==> config.mk <==
export PLATFORM = sky130hd
export DESIGN_NAME = ps2_key_tracker
export DESIGN_NICKNAME = d
export VERILOG_FILES = /design/src/rtl/ps2_key_tracker.sv
export SDC_FILE = /design/constraint.sdc
export NUM_CORES = 1
export LEC_CHECK = 0
export ABC_AREA = 0
export CORE_ASPECT_RATIO = 1.75
export CORE_MARGIN = 10
export CORE_UTILIZATION = 40
export DETAILED_ROUTE_END_ITERATION = 12
export PLACE_DENSITY = 0.68
export SLEW_MARGIN = 20
export SYNTH_ARGS = -nofsm -noshare
export SYNTH_HDL_FRONTEND = slang
export SYNTH_SLANG_ARGS = --single-unit
==> constraint.sdc <==
create_clock -name iClk -period 5.3 [get_ports iClk]
set_clock_uncertainty 0.1 [all_clocks]
set_input_delay 1.06 -clock iClk [delete_from_list [all_inputs] [get_ports iClk]]
set_output_delay 1.06 -clock iClk [all_outputs]
set_load 0.03 [all_outputs]
==> src/rtl/ps2_key_tracker.sv <==
// PS/2 set-2 key tracker: prefix parsing, held-key stack with
// last-pressed priority, typematic suppression and event strobes.
module ps2_key_tracker #(
  parameter int          DEPTH   = 4,
  parameter logic [15:0] TIMEOUT = 16'd50000
) (
  input  logic       iClk,
  input  logic       iReset,
  input  logic       iFlag,
  input  logic [7:0] iData,
  output logic [7:0] oKeyCode,
  output logic       oExtended,
  output logic       oKeyValid,
  output logic       oPressStrobe,
  output logic       oReleaseStrobe,
  output logic [3:0] oHeldCount
);

  typedef enum logic [1:0] {
    IDLE,
    EXT,
    BRK,
    EXTBRK
  } state_t;

  state_t      state;
  logic [15:0] tmo_cnt;

  logic        op_valid;
  logic        op_make;
  logic [8:0]  op_key;

  logic [8:0]  stack     [DEPTH];
  logic [8:0]  stack_nxt [DEPTH];
  logic [3:0]  count;
  logic [3:0]  count_nxt;
  logic        press_nxt;
  logic        release_nxt;
  logic        hit;
  logic [3:0]  hit_idx;

  logic        is_e0;
  logic        is_f0;
  logic        ignore;
  logic        expire;

  assign is_e0  = (iData == 8'hE0);
  assign is_f0  = (iData == 8'hF0);
  assign ignore = (iData == 8'h00) || (iData == 8'hAA) ||
                  (iData == 8'hEE) || (iData == 8'hFA) ||
                  (iData == 8'hFE) || (iData == 8'hFF);
  assign expire = (tmo_cnt == TIMEOUT - 16'd1);

  // Prefix FSM: turns the byte stream into one make/break op per key event
  always_ff @(posedge iClk) begin
    if (iReset) begin
      state    <= IDLE;
      tmo_cnt  <= 16'd0;
      op_valid <= 1'b0;
      op_make  <= 1'b0;
      op_key   <= 9'h000;
    end else begin
      op_valid <= 1'b0;
      if (iFlag) begin
        tmo_cnt <= 16'd0;
        case (state)
          IDLE: begin
            if (is_e0) begin
              state <= EXT;
            end else if (is_f0) begin
              state <= BRK;
            end else if (!ignore) begin
              op_valid <= 1'b1;
              op_make  <= 1'b1;
              op_key   <= {1'b0, iData};
            end
          end
          EXT: begin
            if (is_f0) begin
              state <= EXTBRK;
            end else if (!is_e0) begin
              op_valid <= 1'b1;
              op_make  <= 1'b1;
              op_key   <= {1'b1, iData};
              state    <= IDLE;
            end
          end
          BRK, EXTBRK: begin
            if (!is_e0 && !is_f0) begin
              op_valid <= 1'b1;
              op_make  <= 1'b0;
              op_key   <= {state == EXTBRK, iData};
            end
            state <= IDLE;
          end
          default: state <= IDLE;
        endcase
      end else if (state != IDLE) begin
        if (expire) begin
          state   <= IDLE;
          tmo_cnt <= 16'd0;
        end else begin
          tmo_cnt <= tmo_cnt + 16'd1;
        end
      end
    end
  end

  // Stack update: push-to-top on new make, compact on break
  always_comb begin
    hit         = 1'b0;
    hit_idx     = 4'd0;
    stack_nxt   = stack;
    count_nxt   = count;
    press_nxt   = 1'b0;
    release_nxt = 1'b0;
    for (int i = 0; i < DEPTH; i++) begin
      if (!hit && i < int'(count) && stack[i] == op_key) begin
        hit     = 1'b1;
        hit_idx = 4'(i);
      end
    end
    if (op_valid && op_make && !hit) begin
      stack_nxt[0] = op_key;
      for (int i = 1; i < DEPTH; i++) begin
        stack_nxt[i] = stack[i-1];
      end
      if (int'(count) < DEPTH) begin
        count_nxt = count + 4'd1;
      end
      press_nxt = 1'b1;
    end else if (op_valid && !op_make && hit) begin
      for (int i = 0; i < DEPTH - 1; i++) begin
        if (i >= int'(hit_idx)) begin
          stack_nxt[i] = stack[i+1];
        end
      end
      stack_nxt[DEPTH-1] = 9'h000;
      count_nxt   = count - 4'd1;
      release_nxt = 1'b1;
    end
  end

  // Registered stack and outputs; unused entries held at zero
  always_ff @(posedge iClk) begin
    if (iReset) begin
      for (int i = 0; i < DEPTH; i++) begin
        stack[i] <= 9'h000;
      end
      count          <= 4'd0;
      oKeyValid      <= 1'b0;
      oPressStrobe   <= 1'b0;
      oReleaseStrobe <= 1'b0;
    end else begin
      stack          <= stack_nxt;
      count          <= count_nxt;
      oKeyValid      <= (count_nxt != 4'd0);
      oPressStrobe   <= press_nxt;
      oReleaseStrobe <= release_nxt;
    end
  end

  assign oKeyCode   = stack[0][7:0];
  assign oExtended  = stack[0][8];
  assign oHeldCount = count;

endmodule

# Word level (Yosys, flattened, before mapping)
# Cells that the tools add are included.
# word_totals
ff_bits	72
latch_bits	0
ramBits	0
mem_bits_ro	0
inputBits	11
out_inout_bits	16
elab_cells	138
mem_count	0
# classes
n_addsub	3
mul	0
div	0
magnitude_cmp	8
eq_ne	23
n_shift	0
muxes	47
bitwise	1
n_reduce_logical	43
# op_table
operator	n
$mux W9	9
$mux W36	2
$eq A8 B8 Y1 const B	7
$eq A9 B9 Y1	4
$pmux W9 S3	1
$mux W4	5
$mux W1	19
$add A16 B1 Y16 const B	1
$eq A16 B16 Y1 const B	1
$mux W16	1
$mux W2	7
$reduce_bool A2 Y1	7
$logic_and A1 B1 Y1	12
$ne A2 B2 Y1 const B	6
$ge A1 B4 Y1 const A	2
$logic_not A8 Y1	1
$lt A1 B4 Y1 const A	2
$lt A2 B4 Y1 const A	2
$ne A4 B4 Y1 const B	2
$reduce_or A2 Y1	4
$logic_not A1 Y1	7
$reduce_and A7 Y1	1
$pmux W1 S3	2
$pmux W2 S3	1
12 further kinds	19

# Longest topological paths before layout
# depth
ltp_word	19
mapped_depth	11
ltp_nobuf	9

# Least setup slack after synthesis
# OpenSTA, ideal clock, no wires.
# synth_path
path_kind	in2reg
from	in iData[2]
to	reg op_key[1]
setup_ps	128
arrival_time_ps	2352
t_required_ps	5072
slack_ps	2720
path_stages	8
n_path_buf	1
cell_sequence	nor2_1 -> o21ai_0 -> a21oi_1 -> o21ai_0 -> a21oi_1 -> clkbuf_1 -> mux2i_1 -> nor2_1
# synth_between
elab_chain_len	8
word_cells_on_any_way	23
cone_classes	eq/ne: 13; reduce/logical: 10
# synth_rtl
item	line_no	text
from (decl)	10	input logic [7:0] iData,
$eq A8 B8 Y1 / $logic_not A8 Y1 (equally long branches)	49	assign ignore = (iData == 8'h00) || (iData == 8'hAA) ||
$logic_or A1 B1 Y1 (2 in a row)	49	
$logic_or A1 B1 Y1 (2 in a row)	50	(iData == 8'hEE) || (iData == 8'hFA) ||
$logic_or A1 B1 Y1	51	(iData == 8'hFE) || (iData == 8'hFF);
$ne A2 B2 Y1 (no source line)	--	
$reduce_and A7 Y1 (no source line) (*)	--	
to (signal assigned)	75	op_key <= {1'b0, iData};
to (signal assigned)	84	op_key <= {1'b1, iData};
to (signal assigned)	92	op_key <= {state == EXTBRK, iData};
to (decl)	31	logic [8:0] op_key;
# Mark *: on every way between the ends. The rest lies on a longest branch, timed or not.
# A chain may end at the register's enable or synchronous reset.

# Worst setup path after layout
# layout_path
from	reg count[0] (netlist: oHeldCount[0])
to	reg oKeyValid
# layout_between
elab_chain_len	19
word_cells_on_any_way	28
cone_classes	add/sub: 2; order compare: 5; mux: 7; reduce/logical: 14
# layout_rtl
item	line_no	text
from (decl)	35	logic [3:0] count;
from (signal assigned)	156	count <= count_nxt;
$lt A1 B4 Y1	118	if (!hit && i < int'(count) && stack[i] == op_key) begin
$logic_and A1 B1 Y1	118	
$mux W1	118	
$logic_not A1 Y1	118	
$logic_and A1 B1 Y1 (2 in a row)	118	
$mux W1	118	
$logic_not A1 Y1	118	
$logic_and A1 B1 Y1 (2 in a row)	118	
$mux W1	118	
$logic_not A1 Y1	118	
$logic_and A1 B1 Y1 (2 in a row)	118	
$mux W1	118	
$logic_and A1 B1 Y1 / $logic_not A1 Y1 (equally long branches)	132, 123	
$mux W4 / $logic_and A1 B1 Y1 (equally long branches)	132, 123	
$mux W4 (*)	123	if (op_valid && op_make && !hit) begin
$reduce_bool A4 Y1 (*)	157	oKeyValid <= (count_nxt != 4'd0);
to (signal assigned)	157	
to (decl)	13	output logic oKeyValid,
# Marked as above.

==> PnR_summary.wiki <==
{| class="wikitable"
! Metric !! Value
|-
| Outcome || complete, no violations
|-
| R2r startpoint || oHeldCount[0]
|-
| Type of the worst min-delay path || reg2reg
|-
| Max frequency || 325 MHz
|-
| TritonCTS clock tree || built
|-
| Share of synthesized registers carrying an async set or reset || 0%
|-
| Sequential-to-total area share from yosys stat || 39.6%
|-
| Largest area contributor in the synthesized netlist || sky130_fd_sc_hd__dfxtp_1
|-
| Static Leakage || 1.50 nW
|-
| Count of mapped cells out of synthesis || 396
|-
| Register clock-pin slew on the reported worst setup and hold paths || 60 ps
|-
| Final #Nets || 417
|-
| Post-Synthesis Cell Area || 3640 µm²
|-
| Die H || 146 µm
|-
| Arrival time of data at the critical path endpoint || 3200 ps
|-
| Setup repair after global routing missed its margin || no
|-
| Average routed wire per standard cell || 15.9 µm
|-
| R2R setup slack || 2230 ps
|-
| Max Buffers Root-to-Sink || 2
|-
| Die span in x || 92.1 µm
|-
| Number of cells upsized or downsized after cts || 0
|-
| Type of destination of the critical path || flip-flop
|-
| Initial core utilization || 40.6%
|-
| Worst-Margin Slew || 1100 ps
|-
| Pin count of the biggest net entering global routing || 47
|-
| DRC violations left || 0
|-
| Total power per unit cell area || 378 nW/µm²
|-
| Type of the worst setup path || reg2reg
|-
| Area growth, synth to finish || 14.4%
|-
| Global routing usage summed across all routing layers || 13.0%
|-
| Ys Warns || 0
|-
| Top FF cell, synth || sky130_fd_sc_hd__dfxtp_1
|-
| Synthesized net count || 412
|-
| Count of inserted antenna diode cells || 0
|-
| Clock H-tree levels || 3
|-
| Register-to-Register Path Depth || 10
|-
| Final-report hold violation count || 0
|-
| Most used standard cell by instance count after synthesis || sky130_fd_sc_hd__dfxtp_1
|-
| Cell variety after synth || 45
|-
| Overall die area || 13500 µm²
|-
| Worst min-delay path endpoint || tmo_cnt[15]
|-
| Worst Path Max Fanout || 31
|-
| Number of antenna violations at the first check in global routing || 0
|-
| Total clock buffers created by CTS || 9
|-
| I/O Pins || 27
|-
| Share of cells above drive strength 1 || 7.16%
|-
| Endpoint of the most critical register-to-register path || oKeyValid
|-
| Crit start category || flip-flop
|-
| Total routed wirelength || 8.35 mm
|-
| Clock tree sinks || 72
|-
| Count of input and output buffers || 26
|-
| Average cell area after synthesis || 9.20 µm²
|-
| Buffer count from post-CTS setup fixing || 0
|-
| Slew margin rel. || 25.9%
|-
| Total Power || 0.00158 W
|-
| Clock root buffer master || sky130_fd_sc_hd__clkbuf_16
|-
| Top cell types by occurrence after synthesis || sky130_fd_sc_hd__dfxtp_1, sky130_fd_sc_hd__nor2_1, sky130_fd_sc_hd__mux2i_1
|-
| WP data required || 5420 ps
|-
| Number of global-route vias before repair || 2864
|-
| Max-slew violation count || 0
|-
| Count of hold buffers inserted by post-cts repair || 0
|-
| Clock insertion delay at the later pin of the skew report || 340 ps
|-
| Total of endpoints with negative setup slack in the final report || 0
|-
| Remaining antenna violation count after routing || 0
|-
| Area share of the leading cell type in the synthesized netlist || 39.6%
|-
| Count of routing violations after the opening detailed-route iteration || 161
|-
| Total negative slack for setup checks || 0 ps
|-
| MaxCap Viol Count || 0
|-
| Detailed-route via count || 2814
|-
| Standard-cell row count || 46
|-
| Number of vias per cell after detailed routing || 5.36
|-
| Cells taking the most area after synthesis || sky130_fd_sc_hd__dfxtp_1, sky130_fd_sc_hd__mux2i_1, sky130_fd_sc_hd__xor2_1
|-
| Time the worst path needs with I/O delays and setup || 3070 ps
|-
| Floorplan core area || 8980 µm²
|-
| Number of enable-type register cells in the synthesized netlist || 0
|-
| Grt total ovfl || 0
|-
| Routability-driven placement congestion ratio || 0.827
|-
| Number of stages on the worst hold path || 2
|-
| DPL Wire Length || 5.98 mm
|-
| Global-route wire length before repair || 14.3 mm
|-
| HP Start || tmo_cnt[15]
|-
| Flip-flop and latch count after synthesis || 72
|-
| VDD IR-drop max || 0.000218 V
|-
| Period utilization || 58.0%
|-
| First-pass DRT Iterations || 4
|}
## power breakdown
group / internal [W] / switching, W / leakage [nW]
registers: 0.000585 / 0.0000581 / 0.585
logic: 0.000149 / 0.000194 / 0.778
clock network: 0.000361 / 0.000230 / 0.135
## per-layer routing
layer	vias to the layer above	GRT usage [%]	routed length, µm
met5	-	0	0
met4	0	8.84	439
met3	23	3.64	306
met2	41	22.3	4230
met1	1358	13.3	3370
li1	1392	-	-
## kinds of logic after synthesis
| family | Yosys count | synth area share, % |
|---|---|---|
| fa+ha+maj | 5 | 1.72 |
| flops | 72 | 39.6 |
| mux | 37 | 10.2 |
| buf+inv | 40 | 6.08 |
| compound gates | 66 | 13.4 |
| simple gates | 126 | 17.1 |
| xor+xnor | 50 | 12.0 |
## registers in the layout, indices dropped and copies added (netlist names)
signal / count
tmo_cnt: 16
state: 2
oKeyValid: 1
oPressStrobe: 1
stack: 27
op_valid: 1
oExtended: 1
oReleaseStrobe: 1
op_make: 1
op_key: 9
oKeyCode: 8
oHeldCount: 4
## metrics by stage
stage	util, %	cells	area [µm²]	setup slack [ps]	hold slack [ps]
4_1_cts	46.4	525	4170	2210	384
3_5_place_dp	43.2	510	3880	2100	377
2_1_floorplan	-	396	3640	2720	349
3_3_place_gp	43.2	510	3880	1820	364
5_1_grt	46.4	525	4170	1970	436
6_report	46.4	525	4170	2230	385
## how the worst max path moves through the flow
stage                   from        end  slack (ps)
3_3_place_gp        iData[4]  op_key[2]        1820
6_report       oHeldCount[0]  oKeyValid        2230
5_1_grt            op_key[0]  oKeyValid        1970
3_5_place_dp          iReset   stack[6]        2100
4_1_cts        oHeldCount[0]  oKeyValid        2210
2_1_floorplan       iData[2]  op_key[1]        2720
## layout make-up
cell class,instances,area (µm²)
Clock buffer,10,229
Clock inverter,5,58.8
Fill cell,891,4810
Inverter,6,22.5
Multi-Input combinational cell,284,1990
Sequential cell,72,1440
Tap cell,120,150
Timing Repair Buffer,28,275
## cell usage in the layout (no fill, tap or decap), drive strengths merged, types with 10 or more instances in the layout
cell / netlist / routed
xnor2: 17 / 17
clkbuf: 8 / 10
clkdlybuf4s50: 0 / 26
nand2: 15 / 15
nor2: 62 / 62
xor2: 33 / 33
mux2i: 36 / 36
dfxtp: 72 / 72
a211oi: 28 / 28
nor4: 12 / 12
## critical path: stages, from the launching register on
cell and delay [ps]:
sky130_fd_sc_hd__dfxtp_1 440, sky130_fd_sc_hd__inv_1 120, sky130_fd_sc_hd__ha_1 220, sky130_fd_sc_hd__o21ai_0 280, sky130_fd_sc_hd__nand3_1 180, sky130_fd_sc_hd__o21ai_4 320
sky130_fd_sc_hd__nor3_4 70, sky130_fd_sc_hd__buf_4 290, sky130_fd_sc_hd__a21boi_0 260, sky130_fd_sc_hd__mux2_2 380, sky130_fd_sc_hd__a2111o_1 280
No activity file was read; power rests on OpenSTA's default activity.
